<file path="config.mk">
export PLATFORM = sky130hd
export DESIGN_NAME = muldiv_sequencer
export DESIGN_NICKNAME = d
export VERILOG_FILES = /design/src/rtl/muldiv_sequencer.sv
export SDC_FILE = /design/constraint.sdc
export NUM_CORES = 1
export LEC_CHECK = 0
export BUFFER_PORTS_ARGS = -buffer_cell sky130_fd_sc_hd__buf_2
export CAP_MARGIN = 20
export CELL_PAD_IN_SITES_DETAIL_PLACEMENT = 1
export CELL_PAD_IN_SITES_GLOBAL_PLACEMENT = 1
export CORE_AREA = 2 2 180 182
export DETAILED_ROUTE_END_ITERATION = 16
export DIE_AREA = 0 0 182 184
export MAX_ROUTING_LAYER = met4
export PLACE_DENSITY_LB_ADDON = 0.1
export RECOVER_POWER = 25
export SYNTH_ARGS = -nofsm -noshare
export SYNTH_HDL_FRONTEND = slang
export SYNTH_SLANG_ARGS = --single-unit
</file>
<file path="constraint.sdc">
create_clock -name clk -period 6.75 [get_ports clk]
set_input_delay 0.3375 -clock clk [delete_from_list [all_inputs] [get_ports clk]]
set_output_delay 0.3375 -clock clk [all_outputs]
set_load 0.03 [all_outputs]
</file>
<file path="src/rtl/muldiv_sequencer.sv">
// Iterative RV32M multiply/divide unit: radix-2 shift-add multiply and restoring divide,
// one bit per cycle over XLEN cycles, with sign fix-up and divide special cases.
module muldiv_sequencer #(
  parameter int XLEN = 32
) (
  input  logic            clk,
  input  logic            rst_n,
  input  logic            Start,
  input  logic [2:0]      Funct3,
  input  logic [XLEN-1:0] SrcA,
  input  logic [XLEN-1:0] SrcB,
  input  logic            Flush,
  output logic [XLEN-1:0] Result,
  output logic            Done,
  output logic            Busy,
  output logic            Stall
);

  localparam int CW = $clog2(XLEN);
  localparam logic [CW-1:0] LAST = CW'(XLEN - 1);

  typedef enum logic [1:0] {S_IDLE, S_CALC, S_FIXUP, S_DONE} state_t;

  state_t          state_q, state_d;
  logic [CW-1:0]   cnt_q, cnt_d;
  logic [2:0]      op_q, op_d;
  logic            neg_q, neg_d;
  logic            rneg_q, rneg_d;
  logic [XLEN-1:0] opb_q, opb_d;
  logic [XLEN-1:0] hi_q, hi_d;
  logic [XLEN-1:0] lo_q, lo_d;
  logic [XLEN-1:0] result_q, result_d;

  logic            signed_a, signed_b, neg_a, neg_b;
  logic [XLEN-1:0] mag_a, mag_b;
  logic            div_zero, div_ovf;
  logic [XLEN-1:0] special_res;
  logic [XLEN:0]   mul_sum;
  logic            div_ge;
  logic [XLEN-1:0] div_diff;
  logic [2*XLEN-1:0] prod_fix;
  logic [XLEN-1:0] quo_fix, rem_fix;

  assign signed_a = (Funct3 != 3'b011) && (Funct3 != 3'b101) && (Funct3 != 3'b111);
  assign signed_b = (Funct3 == 3'b000) || (Funct3 == 3'b001) ||
                    (Funct3 == 3'b100) || (Funct3 == 3'b110);
  assign neg_a    = signed_a & SrcA[XLEN-1];
  assign neg_b    = signed_b & SrcB[XLEN-1];
  assign mag_a    = neg_a ? -SrcA : SrcA;
  assign mag_b    = neg_b ? -SrcB : SrcB;

  // Divide-by-zero and signed overflow bypass the iteration entirely.
  assign div_zero    = Funct3[2] && (SrcB == '0);
  assign div_ovf     = Funct3[2] && !Funct3[0] && (SrcA == {1'b1, {(XLEN-1){1'b0}}}) && (&SrcB);
  assign special_res = div_zero ? (Funct3[1] ? SrcA : '1) : (Funct3[1] ? '0 : SrcA);

  // hi_q is the product high half / partial remainder; lo_q holds multiplier / dividend bits.
  assign mul_sum  = {1'b0, hi_q} + (lo_q[0] ? {1'b0, opb_q} : '0);
  assign div_ge   = {hi_q, lo_q[XLEN-1]} >= {1'b0, opb_q};
  assign div_diff = XLEN'({hi_q, lo_q[XLEN-1]} - {1'b0, opb_q});

  assign prod_fix = neg_q ? -{hi_q, lo_q} : {hi_q, lo_q};
  assign quo_fix  = neg_q ? -lo_q : lo_q;
  assign rem_fix  = rneg_q ? -hi_q : hi_q;

  always_comb begin
    state_d  = state_q;
    cnt_d    = cnt_q;
    op_d     = op_q;
    neg_d    = neg_q;
    rneg_d   = rneg_q;
    opb_d    = opb_q;
    hi_d     = hi_q;
    lo_d     = lo_q;
    result_d = result_q;
    if (Flush) begin
      state_d = S_IDLE;
    end else begin
      case (state_q)
        S_IDLE: begin
          if (Start) begin
            op_d   = Funct3;
            neg_d  = neg_a ^ neg_b;
            rneg_d = neg_a;
            cnt_d  = '0;
            hi_d   = '0;
            lo_d   = Funct3[2] ? mag_a : mag_b;
            opb_d  = Funct3[2] ? mag_b : mag_a;
            if (div_zero || div_ovf) begin
              result_d = special_res;
              state_d  = S_DONE;
            end else begin
              state_d = S_CALC;
            end
          end
        end
        S_CALC: begin
          cnt_d = cnt_q + 1'b1;
          if (op_q[2]) begin
            hi_d = div_ge ? div_diff : {hi_q[XLEN-2:0], lo_q[XLEN-1]};
            lo_d = {lo_q[XLEN-2:0], div_ge};
          end else begin
            {hi_d, lo_d} = {mul_sum, lo_q[XLEN-1:1]};
          end
          if (cnt_q == LAST) state_d = S_FIXUP;
        end
        S_FIXUP: begin
          if (op_q[2])
            result_d = op_q[1] ? rem_fix : quo_fix;
          else if (op_q == 3'b000)
            result_d = prod_fix[XLEN-1:0];
          else
            result_d = prod_fix[2*XLEN-1:XLEN];
          state_d = S_DONE;
        end
        default: state_d = S_IDLE;
      endcase
    end
  end

  always_ff @(posedge clk or negedge rst_n) begin
    if (!rst_n) begin
      state_q  <= S_IDLE;
      cnt_q    <= '0;
      op_q     <= '0;
      neg_q    <= 1'b0;
      rneg_q   <= 1'b0;
      opb_q    <= '0;
      hi_q     <= '0;
      lo_q     <= '0;
      result_q <= '0;
    end else begin
      state_q  <= state_d;
      cnt_q    <= cnt_d;
      op_q     <= op_d;
      neg_q    <= neg_d;
      rneg_q   <= rneg_d;
      opb_q    <= opb_d;
      hi_q     <= hi_d;
      lo_q     <= lo_d;
      result_q <= result_d;
    end
  end

  assign Result = result_q;
  assign Done   = (state_q == S_DONE);
  assign Busy   = (state_q != S_IDLE);
  assign Stall  = Start & ~Done;

endmodule

</file>
### Word level (Yosys, flattened, before mapping)

Cells that the tools add are included.

* word-level logic and storage cells: 93
* bits in registers: 140
* memory bits (writable): 0
* output and inout port bits: 35
* bits of input ports: 71
* memories kept: 0
* bits in read-only memories: 0
* bits in latches: 0

* multiplexer cells: 31
* $add $sub $neg: 8
* bitwise gates (word level): 6
* divide/modulo/power cells: 0
* $lt $le $gt $ge: 1
* equal/unequal tests: 15
* reductions and logical operators: 23
* $mul: 0
* shifts and indexed selects: 0

Operators with widths (count)
* 32-bit 2-to-1 mux: 20
* 32-bit case mux with 2 select lines: 3
* 32-bit negation: 4
* 64-bit 2-to-1 mux: 1
* 64-bit negation: 1
* 32-bit by 32-bit adder with 33-bit output: 1
* 33-bit by 32-bit greater-or-equal comparator with 1-bit output: 1
* 32-bit == test (second input constant): 1
* 32-bit zero test: 1
* 32-bit AND reduction: 1
* 32-bit subtractor: 1
* 3-bit inequality test (second input constant): 4
* 5-bit case mux with 2 select lines: 1
* 2-bit 2-to-1 mux: 4
* 3-bit == test (second input constant): 2
* 1-bit logical AND: 6
* 3-bit zero test: 2
* 2-bit case mux with 3 select lines: 1
* 3-bit AND reduction: 2
* 2-bit nonzero test: 3
* 5-bit by 1-bit adder with 5-bit output (second input constant): 1
* 5-bit == test (second input constant): 1
* 5-bit 2-to-1 mux: 1
* 2-bit == test (second input constant): 2
* other kinds (12): 19

### Longest topological paths before layout

Gate-level depths: netlist of the first run.

* word-level depth: 9
* depth in mapped cells: 15
* mapped depth without buffers: 13

### Worst setup path after synthesis of the first run

OpenSTA, ideal clock, no wires.

* path kind: flip-flop to flip-flop
* start point: register lo_q[0]
* end point: register hi_q[27]
* required time: 6.617 ns
* arrival time: 3.456 ns
* library setup time: 0.133 ns
* path slack: 3.160 ns
* cell stages (with the launch flop): 16
* buffers on the path: 3
* clock period less this slack: 3.590 ns
* cells stage by stage: dfrtp_1 clkbuf_1 inv_1 clkbuf_1 nor2_1 ha_1 clkbuf_1 a21oi_1 o22ai_1 or4b_2 o21a_1 a211oi_1 o221ai_1 xor2_1 a22oi_1 o21ai_0

* cells in the longest elaborated chain, start to end: 4

Ends and longest elaborated chain
* start: declaration: RTL line 31 `logic [XLEN-1:0] lo_q, lo_d;`
* start signal: assignment: RTL line 140 `lo_q <= lo_d;`
* 32-bit 2-to-1 mux: RTL line 58 `assign mul_sum = {1'b0, hi_q} + (lo_q[0] ? {1'b0, opb_q} : '0);`
* 32-bit by 32-bit adder with 33-bit output: RTL line 58
* 32-bit 2-to-1 mux: RTL line 99 `if (op_q[2]) begin`
* 32-bit case mux with 2 select lines: RTL line 79 `case (state_q)`
* end signal: assignment: RTL line 139 `hi_q <= hi_d;`
* end: declaration: RTL line 30 `logic [XLEN-1:0] hi_q, hi_d;`

Every way passes these cells.
A chain may end at the register's enable or synchronous reset.

### Worst setup path after layout of the first run

* start point: register lo_q[0]
* end point: register result_q[30], in the netlist Result[30]

* cells in the longest elaborated chain, start to end: 5
* elaborated cells on any way between the ends: 8
* those cells by class: 2 x add/sub; 6 x mux

Ends and longest elaborated chain
* 64-bit negation / 32-bit negation (equally long branches): RTL line 62, 63
* 64-bit 2-to-1 mux / 32-bit 2-to-1 mux (equally long branches): RTL line 62, 63
* 32-bit 2-to-1 mux (on tied branches): RTL line 110, 109
* 32-bit 2-to-1 mux (*): RTL line 108 `if (op_q[2])`
* 32-bit case mux with 2 select lines (*): RTL line 79
* end signal: assignment: RTL line 141 `result_q <= result_d;`
* end: declaration: RTL line 32 `logic [XLEN-1:0] result_q, result_d;`

Every way passes the cells marked *; elsewhere a longest branch is shown, timed or not.

==> impl_metrics.toml, run 1 <==
[sta]
fin_setup_tns_ns = 0
worstMarginPinSlew_ns = 1.13
rsz0062_at_grt = "no"
setup_viol = 0
drv_slew = 0
hold_viol = 0
relSlewSlack = 0.247
min_period_ns = 4.42
fmax_ghz = 0.226
finClkSkew_ns = 0.0151
finalCritPeriodShare = 0.654

[grt]
grt_pass1_vias = 16894
grt_max_degree = 90
overflow = 0
grt_pass1_wl_um = 103000
antenna_found_initial = 1
grt_use_total = 0.416

[detailed_routing]
drt-initial-drc-count = 1898
via_per_inst = 6.76
wirelength_um = 67500
ant_nets = 0
drt_pre_antenna_iters = 5
routedWlPerCell_um = 26.6
drcViolationCount = 0
vias = 17150

[synth]
yosys.cell_count.top_type = "nor2_1"
synth_nets = 2272
synth_top_area_cell = "dfrtp_1"
yosysSeqAreaShare = 0.226
avgSynthCellArea_um2 = 7.30
synth_top_family_by_area = "compound AO/OA/AOI/OAI gates"
ys_top_cells_by_area = "dfrtp_1 (23%), a21oi_1 (6.7%), o21ai_0 (6.3%), ha_1 (6.0%), nor2_1 (5.7%)"
synth_xor_area_frac = 0.108
netlist.area_leader.share = 0.226
syn_area_um2 = 15500
synth_warnings = 0
synth-main-ff-cell = "dfrtp_1"
async_flop_share = 1.00
yosys-top-cells-count = "nor2_1 (237), nand2_1 (223), a21oi_1 (209), o21ai_0 (196), dfrtp_1 (140)"
synthSimpleGateAreaFrac = 0.214
synthAdderAreaFrac = 0.0786
synth_cell_types = 80
synth_edf_count = 0
syn_inst = 2124
muxShareOfSynthArea = 0.0315
synth_compound_area_frac = 0.287
ys_seq_elements = 140

[cts]
clock-sinks = 140
clock-root-buffer = "clkbuf_16"
worstSkewPairLatency_ns = 0.46
cts_buffers = 17
cts.reportedPaths.clkPinSlew_ns = 0.07
htree_levels = 4
max-clock-path-buffers = 2
post_cts_buffers = 0
cts_tree = "done"
post_cts_resized = 0

[power_and_ir_drop]
p_sw_mw = 5.27
cellPowerDensity_nw_per_um2 = 549
ir_drop_uv = 273
leakagePower_nw = 7.05
power_frac_comb = 0.682
seq_power_share = 0.208
p_clk_frac = 0.110
internal-power_mw = 3.95
p_sw_frac = 0.572

[cells_and_area]
syn_to_final_growth_pct = 8.32
finish.instance_area_um2 = 16800
layout-drive-gt1-share = 0.105
fin_nets = 2268

[hold_path]
min_to = "state_q[0]$_DFFE_PN0P_"
min_from = "Flush"
hold_class = "in -> reg"
hold_depth = 2

[worst_setup_path]
cp-start-kind = "register"
crit_required_ns = 7.14
worstReg2RegStart = "lo_q[0]$_DFFE_PN0P_"
rrSetupSlack_ns = 2.33
arrival_ns = 4.81
rr_worst_depth = 10
crit_fanout = 31
reg2reg_to = "Result[30]$_DFFE_PN0P_"
worstSetupStartpoint = "lo_q[0]$_DFFE_PN0P_"
crit_type = "reg -> reg"
end_kind = "register"

[floorplan]
start_util = 0.494
die_h_um = 184
num_io_pins = 106
rows = 65
fp.dieArea_um2 = 33500
core_um2 = 31400
dieWidth_um = 182

[flow_run]
maxCapViolations = 0

[place]
dpl.hpwl_um = 51000
portBuffers = 105
placed_area_um2 = 16200
gp_congestion = 1.03

[status]
status = "finished clean"
==> critical path, stage by stage, from the launching register on <==
cell	delay [ns]
dfrtp_1	0.46
inv_1	0.09
buf_4	0.33
ha_1	0.23
or3b_2	0.50
nor3_1	0.66
nand4_1	0.68
o41ai_1	0.53
xor2_1	0.11
a221oi_1	0.51
o22a_1	0.24
==> kinds of logic (layout without fill, tap and decap cells) <==
kind of cell | Yosys count | after routing
DFF | 140 | 140
AOI/OAI and AO/OA | 712 | 712
muxes | 45 | 45
buffers and inverters | 224 | 233
other | 0 | 1
adders and majority gates | 101 | 101
and+or+nand+nor | 711 | 711
xor gates and xnor gates | 191 | 191
==> how the worst max path moves through the flow <==
stage | end | slack [ns]
global placement | Result[30]$_DFFE_PN0P_ | 2.60
finish | Result[30]$_DFFE_PN0P_ | 2.33
floorplan | hi_q[27]$_DFFE_PN0P_ | 3.16
global route | Result[30]$_DFFE_PN0P_ | 2.18
CTS | Result[30]$_DFFE_PN0P_ | 2.51
detailed placement | Result[30]$_DFFE_PN0P_ | 2.52
==> final cells by class <==
| type | count | area, µm² |
|---|---|---|
| fillers | 4036 | 14600 |
| multi-input cells | 1760 | 11200 |
| flip-flops and latches | 140 | 3510 |
| repair buffers | 132 | 736 |
| well taps | 402 | 503 |
| clock buffers | 21 | 470 |
| inverters | 69 | 259 |
| clock inverters | 11 | 131 |
| diodes | 1 | 2.50 |
==> registers in the layout, indices dropped and copies added, names as in the netlist, 2 cells and up <==
register / cells
op_q: 3
state_q: 2
lo_q: 32
hi_q: 32
Result: 32
opb_q: 32
cnt_q: 5
==> metal layers <==
layer	global-route usage	up-vias	share of wire	wire length [µm]
met4	0.186	0	0.050	3350
met2	0.632	821	0.44	29900
met1	0.542	8456	0.42	28400
met3	0.0733	152	0.085	5740
li1	-	7721	-	-
met5	-	-	0	0
==> power by group through the flow <==
stage	Combinational (mW)	Clock, mW	Sequential (mW)
finish	6.29	1.01	1.92
CTS	6.12	1.01	1.89
global placement	5.93	0	1.87
floorplan	4.39	0	1.62
global route	6.81	1.04	1.95
detailed placement	6.07	0	1.90
==> stage by stage <==
| step | setup slack, ns | hold slack (ns) | utilization | power, mW | instances |
|---|---|---|---|---|---|
| 2_1_floorplan | 3.16 | 0.0419 | - | 6.00 | 2124 |
| 3_3_place_gp | 2.60 | 0.429 | 0.516 | 7.80 | 2502 |
| 5_1_grt | 2.18 | 0.163 | 0.535 | 9.81 | 2536 |
| 3_5_place_dp | 2.52 | 0.435 | 0.516 | 7.96 | 2502 |
| 6_report | 2.33 | 0.144 | 0.535 | 9.22 | 2536 |
| 4_1_cts | 2.51 | 0.135 | 0.535 | 9.02 | 2535 |
==> repair_timing <==
action                                 in CTS  in global routing
setup endpoints to repair                   0                  0
endpoints found under the hold margin      51                  0
hold buffers                                1                  0
==> cell usage in the layout (no fill, tap or decap), types with 20 or more instances in the layout <==
cell type,instances
a22oi_1,27
nand3_1,36
nor2_1,233
buf_2,103
nor3_1,31
o21ai_0,196
a211oi_1,44
a21oi_1,208
o31ai_1,28
inv_1,66
dfrtp_1,138
buf_4,26
nand2_1,223
xor2_1,99
nor4_1,25
o211ai_1,34
xnor2_1,92
ha_1,75
a21o_1,29
or4_1,21
mux2_2,31
nand4_1,27
and3_1,23
or3_1,20
maj3_1,24
Power figures use the tool's default switching activity.
==> run 2, diff against run 1 <==
--- a/config.mk
+++ b/config.mk
@@ -9,9 +9,9 @@
 export CAP_MARGIN = 20
 export CELL_PAD_IN_SITES_DETAIL_PLACEMENT = 1
 export CELL_PAD_IN_SITES_GLOBAL_PLACEMENT = 1
-export CORE_AREA = 2 2 180 182
+export CORE_AREA = 2 2 196 198
 export DETAILED_ROUTE_END_ITERATION = 16
-export DIE_AREA = 0 0 182 184
+export DIE_AREA = 0 0 198 200
 export MAX_ROUTING_LAYER = met4
 export PLACE_DENSITY_LB_ADDON = 0.1
 export RECOVER_POWER = 25
==> constraint.sdc (replaced) <==
create_clock -name clk -period 3.65 [get_ports clk]
set_input_delay 0.1825 -clock clk [delete_from_list [all_inputs] [get_ports clk]]
set_output_delay 0.1825 -clock clk [all_outputs]
set_load 0.03 [all_outputs]
==> run 2 against run 1 <==
  * The run now ends with max-capacitance violations, max-slew violations left
  * Cell area grew 6.7%
  * Critical path depth grew 6
  * Final cell count grew 9.1%
  * Non-clock buffer count grew 121
  * Critical path type unchanged
  * Sequential power grew 60%
  * Largest power group unchanged
==> impl_metrics.toml, run 2 (same netlist as run 1, synthesis figures left out) <==
[worst_setup_path]
worstSetupStartpoint = "lo_q[0]$_DFFE_PN0P_"
crit_required_ns = 4.03
slowest_stage = "fa_1"
cp-start-kind = "register"
critPathTopFamily = "compound AO/OA/AOI/OAI gates"
crit_chain = "buf_4 > and2_1 > ha_1 > inv_1 > fa_1 > nor2b_1 > o2111ai_1 > a211oi_2 > buf_4 > o21ai_0 > buf_4 > o211ai_1 > a21oi_1 > xnor2_1 > nor2_1 > a211oi_1"
crit_fanout = 8
crit_type = "reg -> reg"
cpMostUsedCell = "buf_4"
end_kind = "register"
slowest_delay_ns = 0.42
rr_worst_depth = 16
critical_path_depth = 16
arrival_ns = 3.91
critPathBufInv = 4
worstReg2RegStart = "lo_q[0]$_DFFE_PN0P_"

[cts]
clock-root-buffer = "clkbuf_16"
clock-sinks = 140
post_cts_buffers = 0
cts_buffers = 17
cts_tree = "done"
worstSkewPairLatency_ns = 0.51
htree_levels = 4
cts.reportedPaths.clkPinSlew_ns = 0.07
max-clock-path-buffers = 2

[sta]
whs_ns = 0.119
drv_slew = 70
setup_viol = 0
worstMarginPinSlew_ns = 2.18
fin_setup_tns_ns = 0
rsz0062_at_grt = "no"
min_period_ns = 3.53
hold_viol = 0
finalCritPeriodShare = 0.966
relSlewSlack = -0.454
finClkSkew_ns = 0.0170
fmax_ghz = 0.284

[detailed_routing]
routedWlPerCell_um = 27.0
vias = 17606
drcViolationCount = 0
drt_pre_antenna_iters = 5
via_per_inst = 6.37
drt-initial-drc-count = 1484
ant_nets = 0
wirelength_um = 74600

[floorplan]
rows = 71
fp.dieArea_um2 = 39600
dieWidth_um = 198
die_h_um = 200
start_util = 0.415
core_um2 = 37400
num_io_pins = 106

[hold_path]
hold_depth = 3
hold_class = "in -> reg"
min_from = "Funct3[1]"

[cells_and_area]
mostFrequentLayoutCell = "nor2_1"
layout_common_cells = "nor2_1 (234), nand2_1 (223), a21oi_1 (205), o21ai_0 (195), buf_4 (141)"
finish.instance_area_um2 = 17900
fin_cells = 2766
fin_util = 0.479
fin_nets = 2389
layout-drive-gt1-share = 0.153
syn_to_final_growth_pct = 15.6

[grt]
grt_pass1_vias = 17404
grt_use_total = 0.392
grt_pass1_wl_um = 111000
overflow = 0
grt_max_degree = 70
antenna_found_initial = 1

[power_and_ir_drop]
leakagePower_nw = 7.64
ir_drop_uv = 586
cellPowerDensity_nw_per_um2 = 1030

[place]
place_inst = 2730
placed_area_um2 = 17300
gp_congestion = 0.999
portBuffers = 105
dpl.hpwl_um = 59000

[status]
status = "finished, violations left"
violations = "max-capacitance violations, max-slew violations"

[flow_run]
maxCapViolations = 1
## run 2: layout make-up
type | count | area, µm²
clock buffer | 17 | 425
timing repair buffer | 253 | 1680
antenna | 1 | 2.50
clock inverter | 15 | 178
multi-input combinational | 1760 | 11200
tap | 511 | 639
sequential | 140 | 3510
inverter | 69 | 259
fill | 4723 | 19500
## run 2: path summary, 6_finish.rpt
kind                                          endpoint  slack [ns]
worst min register to register  Result[11]$_DFFE_PN0P_        0.48
worst max register to register    hi_q[29]$_DFFE_PN0P_        0.12
worst min-delay path               op_q[1]$_DFFE_PN0P_        0.12
worst max-delay path              hi_q[29]$_DFFE_PN0P_        0.12
min in group asynchronous         hi_q[17]$_DFFE_PN0P_        0.80
max in group asynchronous        Result[7]$_DFFE_PN0P_        1.29
## run 2: power breakdown
group	switching, mW	internal (mW)	total, mW
Combinational	8.60	4.84	13.4
Clock	0.879	1.03	1.91
Sequential	0.860	2.22	3.08
## run 2: stage by stage
stage,setup slack [ns],power [mW]
2_1_floorplan,0.0601,11.1
3_3_place_gp,0.127,15.8
3_5_place_dp,0.0504,16.1
4_1_cts,0.0185,18.1
5_1_grt,0.000121,19.6
6_report,0.124,18.4
## run 2: repair_timing
action                     CTS  global route
hold buffers                 3             0
hold endpoints to repair    70             0
resized for setup            0            13
setup endpoints to repair    0            21
## run 2: worst register-to-register path: stages (launching register included)
cell and delay [ns]:
dfrtp_1 0.35, buf_4 0.16, and2_1 0.13, ha_1 0.21, inv_1 0.08, fa_1 0.42, nor2b_1 0.19, o2111ai_1 0.23
a211oi_2 0.30, buf_4 0.19, o21ai_0 0.10, buf_4 0.16, o211ai_1 0.23, a21oi_1 0.14, xnor2_1 0.19, nor2_1 0.06
a211oi_1 0.26
## run 2: per-layer routing
layer	wire, µm	GRT usage	vias to the layer above
li1	-	-	7942
met1	32600	0.504	8796
met2	32900	0.589	682
met3	4740	0.0654	186
met4	4270	0.214	0
met5	0	-	-
